--- src/rtl/calc_key_entry.sv ---
// Keypad entry sequencer in front of the Calkko core: builds BCD operands,
// latches the operation and steps the calculator state machine.
module calc_key_entry #(
    parameter int TIMEOUT = 16
) (
    input  logic        clk,
    input  logic        rst,
    input  logic        key_valid,
    input  logic [4:0]  key_code,
    input  logic        set,
    input  logic [15:0] number,
    output logic [3:0]  A1,
    output logic [3:0]  A2,
    output logic [3:0]  A3,
    output logic [3:0]  A4,
    output logic [3:0]  B1,
    output logic [3:0]  B2,
    output logic [3:0]  B3,
    output logic [3:0]  B4,
    output logic [1:0]  ST,
    output logic [2:0]  ST_L,
    output logic        key_err
);

    localparam logic [1:0] S_A   = 2'd0;
    localparam logic [1:0] S_B   = 2'd1;
    localparam logic [1:0] S_OBL = 2'd2;
    localparam logic [1:0] S_WYN = 2'd3;

    localparam logic [2:0] SL_ADD = 3'd0;

    localparam int TW = (TIMEOUT > 2) ? $clog2(TIMEOUT) : 1;
    localparam logic [TW-1:0] TMO_LAST = TW'(TIMEOUT - 1);

    logic [2:0]    cnt_a;
    logic [2:0]    cnt_b;
    logic [TW-1:0] tmo;

    logic       is_dig;
    logic       is_op;
    logic       is_eq;
    logic       is_clr;
    logic       is_bksp;
    logic       is_bad;
    logic [4:0] op_diff;
    logic [2:0] op_code;
    logic [3:0] digit;

    always_comb begin
        is_dig  = key_valid && (key_code <= 5'd9);
        is_op   = key_valid && (key_code >= 5'd10) && (key_code <= 5'd14);
        is_eq   = key_valid && (key_code == 5'd15);
        is_clr  = key_valid && (key_code == 5'd16);
        is_bksp = key_valid && (key_code == 5'd17);
        is_bad  = key_valid && (key_code >= 5'd18);
        op_diff = key_code - 5'd10;
        op_code = op_diff[2:0];
        digit   = key_code[3:0];
    end

    always_ff @(posedge clk or posedge rst) begin
        if (rst) begin
            A1 <= '0; A2 <= '0; A3 <= '0; A4 <= '0;
            B1 <= '0; B2 <= '0; B3 <= '0; B4 <= '0;
            ST      <= S_A;
            ST_L    <= SL_ADD;
            key_err <= 1'b0;
            cnt_a   <= '0;
            cnt_b   <= '0;
            tmo     <= '0;
        end else begin
            key_err <= 1'b0;
            if (is_clr) begin
                A1 <= '0; A2 <= '0; A3 <= '0; A4 <= '0;
                B1 <= '0; B2 <= '0; B3 <= '0; B4 <= '0;
                ST    <= S_A;
                ST_L  <= SL_ADD;
                cnt_a <= '0;
                cnt_b <= '0;
                tmo   <= '0;
            end else begin
                case (ST)
                    S_A: begin
                        if (is_bad || is_eq) begin
                            key_err <= 1'b1;
                        end else if (is_dig) begin
                            if (cnt_a == 3'd4) begin
                                key_err <= 1'b1;
                            end else begin
                                A1 <= A2; A2 <= A3; A3 <= A4; A4 <= digit;
                                cnt_a <= cnt_a + 3'd1;
                            end
                        end else if (is_bksp) begin
                            if (cnt_a == 3'd0) begin
                                key_err <= 1'b1;
                            end else begin
                                A4 <= A3; A3 <= A2; A2 <= A1; A1 <= '0;
                                cnt_a <= cnt_a - 3'd1;
                            end
                        end else if (is_op) begin
                            ST_L <= op_code;
                            ST   <= S_B;
                        end
                    end
                    S_B: begin
                        if (is_bad) begin
                            key_err <= 1'b1;
                        end else if (is_dig) begin
                            if (cnt_b == 3'd4) begin
                                key_err <= 1'b1;
                            end else begin
                                B1 <= B2; B2 <= B3; B3 <= B4; B4 <= digit;
                                cnt_b <= cnt_b + 3'd1;
                            end
                        end else if (is_bksp) begin
                            if (cnt_b == 3'd0) begin
                                key_err <= 1'b1;
                            end else begin
                                B4 <= B3; B3 <= B2; B2 <= B1; B1 <= '0;
                                cnt_b <= cnt_b - 3'd1;
                            end
                        end else if (is_op) begin
                            // operator may only be swapped before B is typed
                            if (cnt_b == 3'd0) begin
                                ST_L <= op_code;
                            end else begin
                                key_err <= 1'b1;
                            end
                        end else if (is_eq) begin
                            ST  <= S_OBL;
                            tmo <= '0;
                        end
                    end
                    S_OBL: begin
                        if (key_valid) begin
                            key_err <= 1'b1;
                        end
                        if (set) begin
                            ST <= S_WYN;
                        end else if (tmo == TMO_LAST) begin
                            ST      <= S_B;
                            key_err <= 1'b1;
                        end else begin
                            tmo <= tmo + 1'b1;
                        end
                    end
                    default: begin
                        if (is_bad || is_eq || is_bksp) begin
                            key_err <= 1'b1;
                        end else if (is_dig) begin
                            A1 <= '0; A2 <= '0; A3 <= '0; A4 <= digit;
                            B1 <= '0; B2 <= '0; B3 <= '0; B4 <= '0;
                            cnt_a <= 3'd1;
                            cnt_b <= 3'd0;
                            ST    <= S_A;
                        end else if (is_op) begin
                            // chain: previous result becomes operand A
                            A1 <= number[15:12];
                            A2 <= number[11:8];
                            A3 <= number[7:4];
                            A4 <= number[3:0];
                            B1 <= '0; B2 <= '0; B3 <= '0; B4 <= '0;
                            cnt_a <= 3'd4;
                            cnt_b <= 3'd0;
                            ST_L  <= op_code;
                            ST    <= S_B;
                        end
                    end
                endcase
            end
        end
    end

endmodule
--- config.mk ---
export PLATFORM = sky130hd
export DESIGN_NAME = calc_key_entry
export DESIGN_NICKNAME = d
export VERILOG_FILES = /design/src/rtl/calc_key_entry.sv
export SDC_FILE = /design/constraint.sdc
export NUM_CORES = 1
export LEC_CHECK = 0
export ABC_CLOCK_PERIOD_IN_PS = 2100
export BUFFER_PORTS_ARGS = -buffer_cell sky130_fd_sc_hd__buf_2
export CORE_MARGIN = 3
export CORE_UTILIZATION = 50
export CTS_CLUSTER_DIAMETER = 40
export DETAILED_ROUTE_END_ITERATION = 7
export PLACE_DENSITY = 0.83
export SETUP_SLACK_MARGIN = 0.15
export SLEW_MARGIN = 25
export SYNTH_ARGS = -nofsm -noshare
export SYNTH_HDL_FRONTEND = slang
export SYNTH_SLANG_ARGS = --single-unit
--- constraint.sdc ---
create_clock -name clk -period 2.1 [get_ports clk]
set_input_delay 0.525 -clock clk [delete_from_list [all_inputs] [get_ports clk]]
set_output_delay 0.525 -clock clk [all_outputs]
set_load 0.03 [all_outputs]
# Yosys cells after proc, flatten, opt, wreduce, memory -nomap -nowiden
# Cells that the tools add are included.
[word_totals] ff_bits=48 output_inout_bits=38 elab_cells=227
[op_classes] addsub=6 order_cmp=4 n_eq_ne=35 n_mux=146 n_reduce_logical=22
[ops] op="4-bit 2-to-1 mux" count=71
[ops] op="3-bit 2-to-1 mux" count=30
[ops] op="4-bit case mux with 2 select lines" count=9
[ops] op="3-bit inequality test, second input constant" count=12
[ops] op="2-bit 2-to-1 mux" count=14
[ops] op="4-bit inequality test, second input constant" count=7
[ops] op="1-bit 2-to-1 mux" count=17
[ops] op="7-bit AND reduction" count=2
[ops] op="3-bit case mux with 2 select lines" count=2
[ops] op="5-bit equality test, second input constant" count=2
[ops] op="5-bit by 4-bit less-or-equal comparator with 1-bit output, second input constant" count=2
[ops] op="10-bit AND reduction" count=1
[ops] op="3-bit case mux with 3 select lines" count=1
[ops] op="9-bit AND reduction" count=1
[ops] op="8-bit AND reduction" count=1
[ops] op="4-bit nonzero test" count=2
[ops] op="1-bit logical AND" count=7
[ops] op="3-bit by 1-bit adder with 3-bit output, second input constant" count=2
[ops] op="3-bit equality test, second input constant" count=2
[ops] op="3-bit zero test" count=2
[ops] op="2-bit by 1-bit inequality test with 1-bit output, second input constant" count=3
[ops] op="3-bit by 2-bit inequality test with 1-bit output, second input constant" count=2
[ops] op="2-bit case mux with 3 select lines" count=1
[ops] op="3-bit by 1-bit subtractor with 3-bit output, second input constant" count=2
[ops] op="other kinds (16)" count=18

# Longest topological paths before layout
[depth] word_depth=9 depth_mapped=14 mapped_depth_nobuf=11

# Least setup slack after synthesis
# Ideal clock, no wire load.
[synth_path] path_kind="in2reg" startpoint="input port key_code[2]" endpoint="register cnt_a[2]" arrival_ps=2780 required_time_ps=2017 slack_ps=-763 path_stages=12 path_cell_list="or3b_1 > a311o_1 > inv_2 > buf_6 > buf_2 > buf_1 > fa_1 > nand2b_1 > a21oi_1 > a31oi_1 > a2bb2oi_1 > o21ai_0"
[synth_between] elab_chain_cells=6 elab_cells_between_ends=30 cone_classes="order compare (4); eq/ne (9); mux (6); reduce/logical (11)"
[synth_rtl] item="start: declaration" line="9" source="input logic [4:0] key_code,"
[synth_rtl] item="5-bit by 4-bit less-or-equal comparator with 1-bit output (tied with other cells)" line="50" source="is_dig = key_valid && (key_code <= 5'd9);"
[synth_rtl] item="1-bit logical AND, on equally long branches" line="50, 52, 55"
[synth_rtl] item="3-bit 2-to-1 mux (tied with other cells)" line="150" source="end else if (is_dig) begin"
[synth_rtl] item="3-bit 2-to-1 mux (tied with other cells)" line="148" source="if (is_bad || is_eq || is_bksp) begin"
[synth_rtl] item="3-bit case mux with 2 select lines / 3-bit by 2-bit inequality test with 1-bit output (equally long branches)"
[synth_rtl] item="3-bit 2-to-1 mux / 7-bit AND reduction (equally long branches)"
[synth_rtl] item="end signal: assignment" line="91" source="cnt_a <= cnt_a + 3'd1;"
[synth_rtl] item="end signal: assignment" line="98" source="cnt_a <= cnt_a - 3'd1;"
[synth_rtl] item="end: declaration" line="35" source="logic [2:0] cnt_a;"
# Several ways; a longest one is shown, not always the timed one. The select of a mux whose other input is x is not followed.
# A chain may end at the register's enable or synchronous reset.

# Worst setup path in the final report
[layout_path] startpoint="input port key_code[1]" endpoint="register key_err"
[layout_between] elab_chain_cells=9 elab_cells_between_ends=26 cone_classes="order compare (4); eq/ne (3); mux (10); reduce/logical (9)"
[layout_rtl] item="5-bit by 4-bit >= comparator with 1-bit output" line="51" source="is_op = key_valid && (key_code >= 5'd10) && (key_code <= 5'd14);"
[layout_rtl] item="1-bit logical AND (2 in a row)" line="51"
[layout_rtl] item="1-bit 2-to-1 mux" line="122" source="end else if (is_op) begin"
[layout_rtl] item="1-bit 2-to-1 mux" line="115" source="end else if (is_bksp) begin"
[layout_rtl] item="1-bit 2-to-1 mux" line="108" source="end else if (is_dig) begin"
[layout_rtl] item="1-bit 2-to-1 mux" line="106" source="if (is_bad) begin"
[layout_rtl] item="1-bit case mux with 3 select lines" line="82" source="case (ST)"
[layout_rtl] item="1-bit 2-to-1 mux (*)" line="73" source="if (is_clr) begin"
[layout_rtl] item="end signal: assignment" line="72" source="key_err <= 1'b0;"
[layout_rtl] item="end signal: assignment" line="107" source="key_err <= 1'b1;"
[layout_rtl] item="end signal: assignment" line="110" source="key_err <= 1'b1;"
[layout_rtl] item="end: declaration" line="22" source="output logic key_err"
# Every way passes the cells marked *; elsewhere a longest branch is shown, timed or not.

==> flow_summary_export.csv <==
group,metric,value,unit
timing,highest_attainable_clock_frequency,408.4,MHz
clock_network,clock_sink_count,48,
drt,wl_per_cell,25.77,um
placed_design,dp_hpwl,6561,um
run_status,violations,"setup timing",
pwr,max-vdd-ir-drop,899.2,uV
clock_network,tritoncts,"yes",
die,start_util,52.64,%
die,total_die_area,0.007335,mm^2
yosys,synth.ff_latch_count,48,
global_route,grt-ovfl-total,0,
critical_path,critical_path.slowest_cell,"sky130_fd_sc_hd__o311ai_2",
finish,post_route_cells_drive_above_1_share,56.48,%
global_route,grt_pass1_vias,3799,
drt,avgViaCountPerCell,7.116,
critical_path,cp_max_fo,4,
timing,timing.final.max_slew_violations,0,
yosys,count_of_flip_flops_with_a_built_in_enable_after_synthesis,0,
timing,final-hold-violation-count,0,
global_route,grt_pass1_wl,19950,um
yosys,syn_nets,392,
drt,drt-pass1-iter-count,8,
finish,multi_input_area,0.002380,mm^2
clock_network,clk_pin_slew,90,ps
die,placeableCoreArea,0.006026,mm^2
pwr,netSwitchingFraction,48.53,%
finish,final_design_area_no_fill,0.005238,mm^2
critical_path,setup.reg_to_reg.worst_slack,-300,ps
pwr,cellPowerDensity,1201,mW/mm^2
flow_run,maxCapViolations,0,
timing,fin_skew,5.294,ps
clock_network,cts_hold_repair.buffers,0,
drt,drcViolationCount,0,
finish,finish.net_count,528,
yosys,post_synth_inst_count,357,
pwr,p_seq_share,23.3,%
clock_network,tritoncts.num_buffers,5,
yosys,netlist.area_leader.share,37.87,%
critical_path,timing.critical_path.cells,"buf_8, or3b_1, a311o_1, buf_4, clkinvlp_4, buf_6, a21oi_2, o311ai_2, a21oi_1, a21oi_2",
critical_path,destination_of_the_worst_register_to_register_timing_path,"A3[2]",
placed_design,port_buffers,62,
critical_path,cp_data_required_time,2340,ps
critical_path,critPathCaptureType,"register",
pwr,pwr-share-comb,65.8,%
yosys,synthArstFlopShare,100.0,%
drt,detailroute.via_count,4049,
pwr,leakage,2.419,nW
yosys,synthDominantAreaCellType,"sky130_fd_sc_hd__dfrtp_1",
critical_path,worst-setup-path-type,"in2reg",
global_route,grt_start_max_net_pins,29,
finish,num-fill-cells,246,
yosys,yosysMostFrequentCell,"sky130_fd_sc_hd__dfrtp_1",
timing,rsz0062_at_grt,"true",
yosys,ys_top_cells_by_area,"sky130_fd_sc_hd__dfrtp_1 38%, sky130_fd_sc_hd__mux2i_1 5.0%, sky130_fd_sc_hd__nand2_1 4.7%",
pwr,share_clk_of_total_power,10.9,%
die,fp-row-count,28,
yosys,synth_common_cells,"48 x sky130_fd_sc_hd__dfrtp_1, 40 x sky130_fd_sc_hd__nand2_1, 28 x sky130_fd_sc_hd__nand3_1",
global_route,antenna_found_initial,0,
pwr,report.power.total,6.292,mW
drt,final_antenna_net_count,0,
critical_path,timing.critical_path.arrival,2680,ps
critical_path,cp_most_frequent_cell,"sky130_fd_sc_hd__a21oi_2",
min_path,worst_min_delay_path_class,"in2async",
critical_path,worst_setup_path_start_kind,"input pin",
finish,num_antenna_cells,0,
yosys,yosysWarningCount,0,
die,die_w,85.65,um
yosys,ys_types,57,
yosys,synth_ff_type,"sky130_fd_sc_hd__dfrtp_1",
yosys,syn_avg_cell_area,8.885,um^2
critical_path,timing.rr.start,"ST[1]",
die,boundaryPins,63,
drt,routed_wl,14670,um
clock_network,clock_latency,310,ps
timing,setup_viol,44,
timing,max-slew-margin-rel,56.24,%
yosys,synth.yosys.seq_area_share,37.87,%
finish,final_util,86.92,%
pwr,power_report.internal_total,3.238,mW
pwr,power_switching,3.053,mW
critical_path,cp.buffers_inverters,4,
timing,finalCritPeriodShare,116.6,%
drt,initialDrtViolationCount,513,
placed_design,detailed_place.area,0.004143,mm^2
run_status,run_status,"finished, violations left",
timing,tightest_slew,651.4,ps
timing,layout_setup_ws,-348.5,ps
timing,finalWorstPathRequiredPeriod,2448,ps
placed_design,finalWeightedCongestion,0.9322,
die,die_y,85.65,um
critical_path,reg2regPathDepth,10,
clock_network,cts.root.buffer_cell,"sky130_fd_sc_hd__clkbuf_8",
yosys,post_synth_instance_area,0.003172,mm^2
clock_network,cts_htree_levels,2,
finish,ff_latch_area,0.001201,mm^2
global_route,grt_util_all_layers,34.53,%
clock_network,largest_buffer_count_on_any_clock_path,2,
critical_path,worst_path_dominant_cell_family,"compound AO/OA/AOI/OAI gates",
finish,area_added_between_synthesis_and_finish,65.13,%
critical_path,cpPeakStageDelay,450,ps
[worst max path at each step]
stage | startpoint | end | slack, ps | cells after the start
after floorplan | key_code[2] | cnt_a[2] | -440 | 11
after global placement | key_code[2] | A1[1] | -510 | 8
after detailed placement | key_code[2] | B2[2] | -640 | 8
after CTS | key_code[1] | cnt_b[0] | -220 | 10
after global routing | key_code[1] | key_err | -410 | 10
final | key_code[1] | key_err | -350 | 10
[worst register-to-register path, delay by kind of cell, from the launching register on]
kind / cells / cell delay, ps
adders and majority gates: 1 / 250
DFF: 1 / 400
buffers and inverters: 3 / 390
and+or+nand+nor: 2 / 710
muxes: 1 / 100
AOI/OAI and AO/OA: 3 / 460
[flip-flops by register name, indices dropped and copies added (netlist names)]
signal and cells:
key_err 1, B3 4, tmo 4, B2 4, B1 4, A4 4, B4 4, cnt_b 3
A2 4, ST 2, A1 4, ST_L 3, A3 4, cnt_a 3
[cell families (layout without fill, tap and decap cells)]
| family | Yosys count | in the layout | synth area share (%) |
|---|---|---|---|
| flip-flops | 48 | 48 | 37.87 |
| AO/OA/AOI/OAI | 112 | 112 | 24.89 |
| buffers and inverters | 44 | 181 | 6.075 |
| XOR/XNOR | 1 | 1 | 0.2762 |
| multiplexers | 26 | 26 | 8.600 |
| AND/OR/NAND/NOR | 116 | 116 | 17.87 |
| adder cells (fa/ha/maj) | 10 | 10 | 4.418 |
[metrics by stage]
stage	TNS [ps]	instances	hold WS, ps	worst slack, ps
floorplan	-12860	357	470.5	-442.0
global placement	-20700	529	484.2	-505.2
detailed placement	-24310	529	490.1	-644.0
CTS	-6345	566	255.3	-215.9
global route	-13120	569	268.6	-405.1
finish	-11630	569	245.6	-348.5
[routing by layer]
| metal | up-vias | track usage [%] | routed length (um) |
|---|---|---|---|
| met4 | 0 | 16.55 | 933 |
| met3 | 111 | 4.803 | 1616 |
| met1 | 1917 | 44.31 | 5167 |
| li1 | 1604 | - | - |
| met5 | - | 0 | 0 |
| met2 | 417 | 57.56 | 6948 |
[cell type report]
cell class              instances  share of cell area [%]
clock buffers                   5                   1.314
repair buffers                158                   26.28
flip-flops and latches         48                   22.93
well taps                      75                   1.792
clock inverters                 3                  0.8122
inverters                      14                   1.290
multi-input cells             265                   45.44
repair inverters                1                  0.1433
[repair_timing]
item | 4_1_cts | 5_1_grt
buffers inserted | 23 | 3
resized for setup | 84 | 70
setup endpoints to repair | 46 | 48
gates cloned | 6 | 0
pin swaps | 14 | 30
[power groups by stage]
stage,logic (mW),clock network [mW],registers [mW]
3_3_place_gp,2.81,0,1.40
4_1_cts,3.40,0.688,1.39
3_5_place_dp,2.91,0,1.41
2_1_floorplan,1.60,0,1.77
6_report,4.14,0.684,1.47
5_1_grt,4.28,0.727,1.48
[layout by cell type (no fill, tap or decap), drive strengths merged, types with 3 or more instances in the layout]
master,instances
dfrtp,48
a22oi,5
a21oi,18
buf,156
a21boi,4
a22o,4
nand2b,4
ha,8
mux2,10
nor2b,3
nor3,5
o21ai,25
o2111ai,3
nor2,19
a211o,4
nand3,28
nand2,40
o31ai,21
mux2i,16
inv,14
clkbuf,5
a31oi,10
nand4,4
Note: power is estimated with default switching activity, not from simulation.
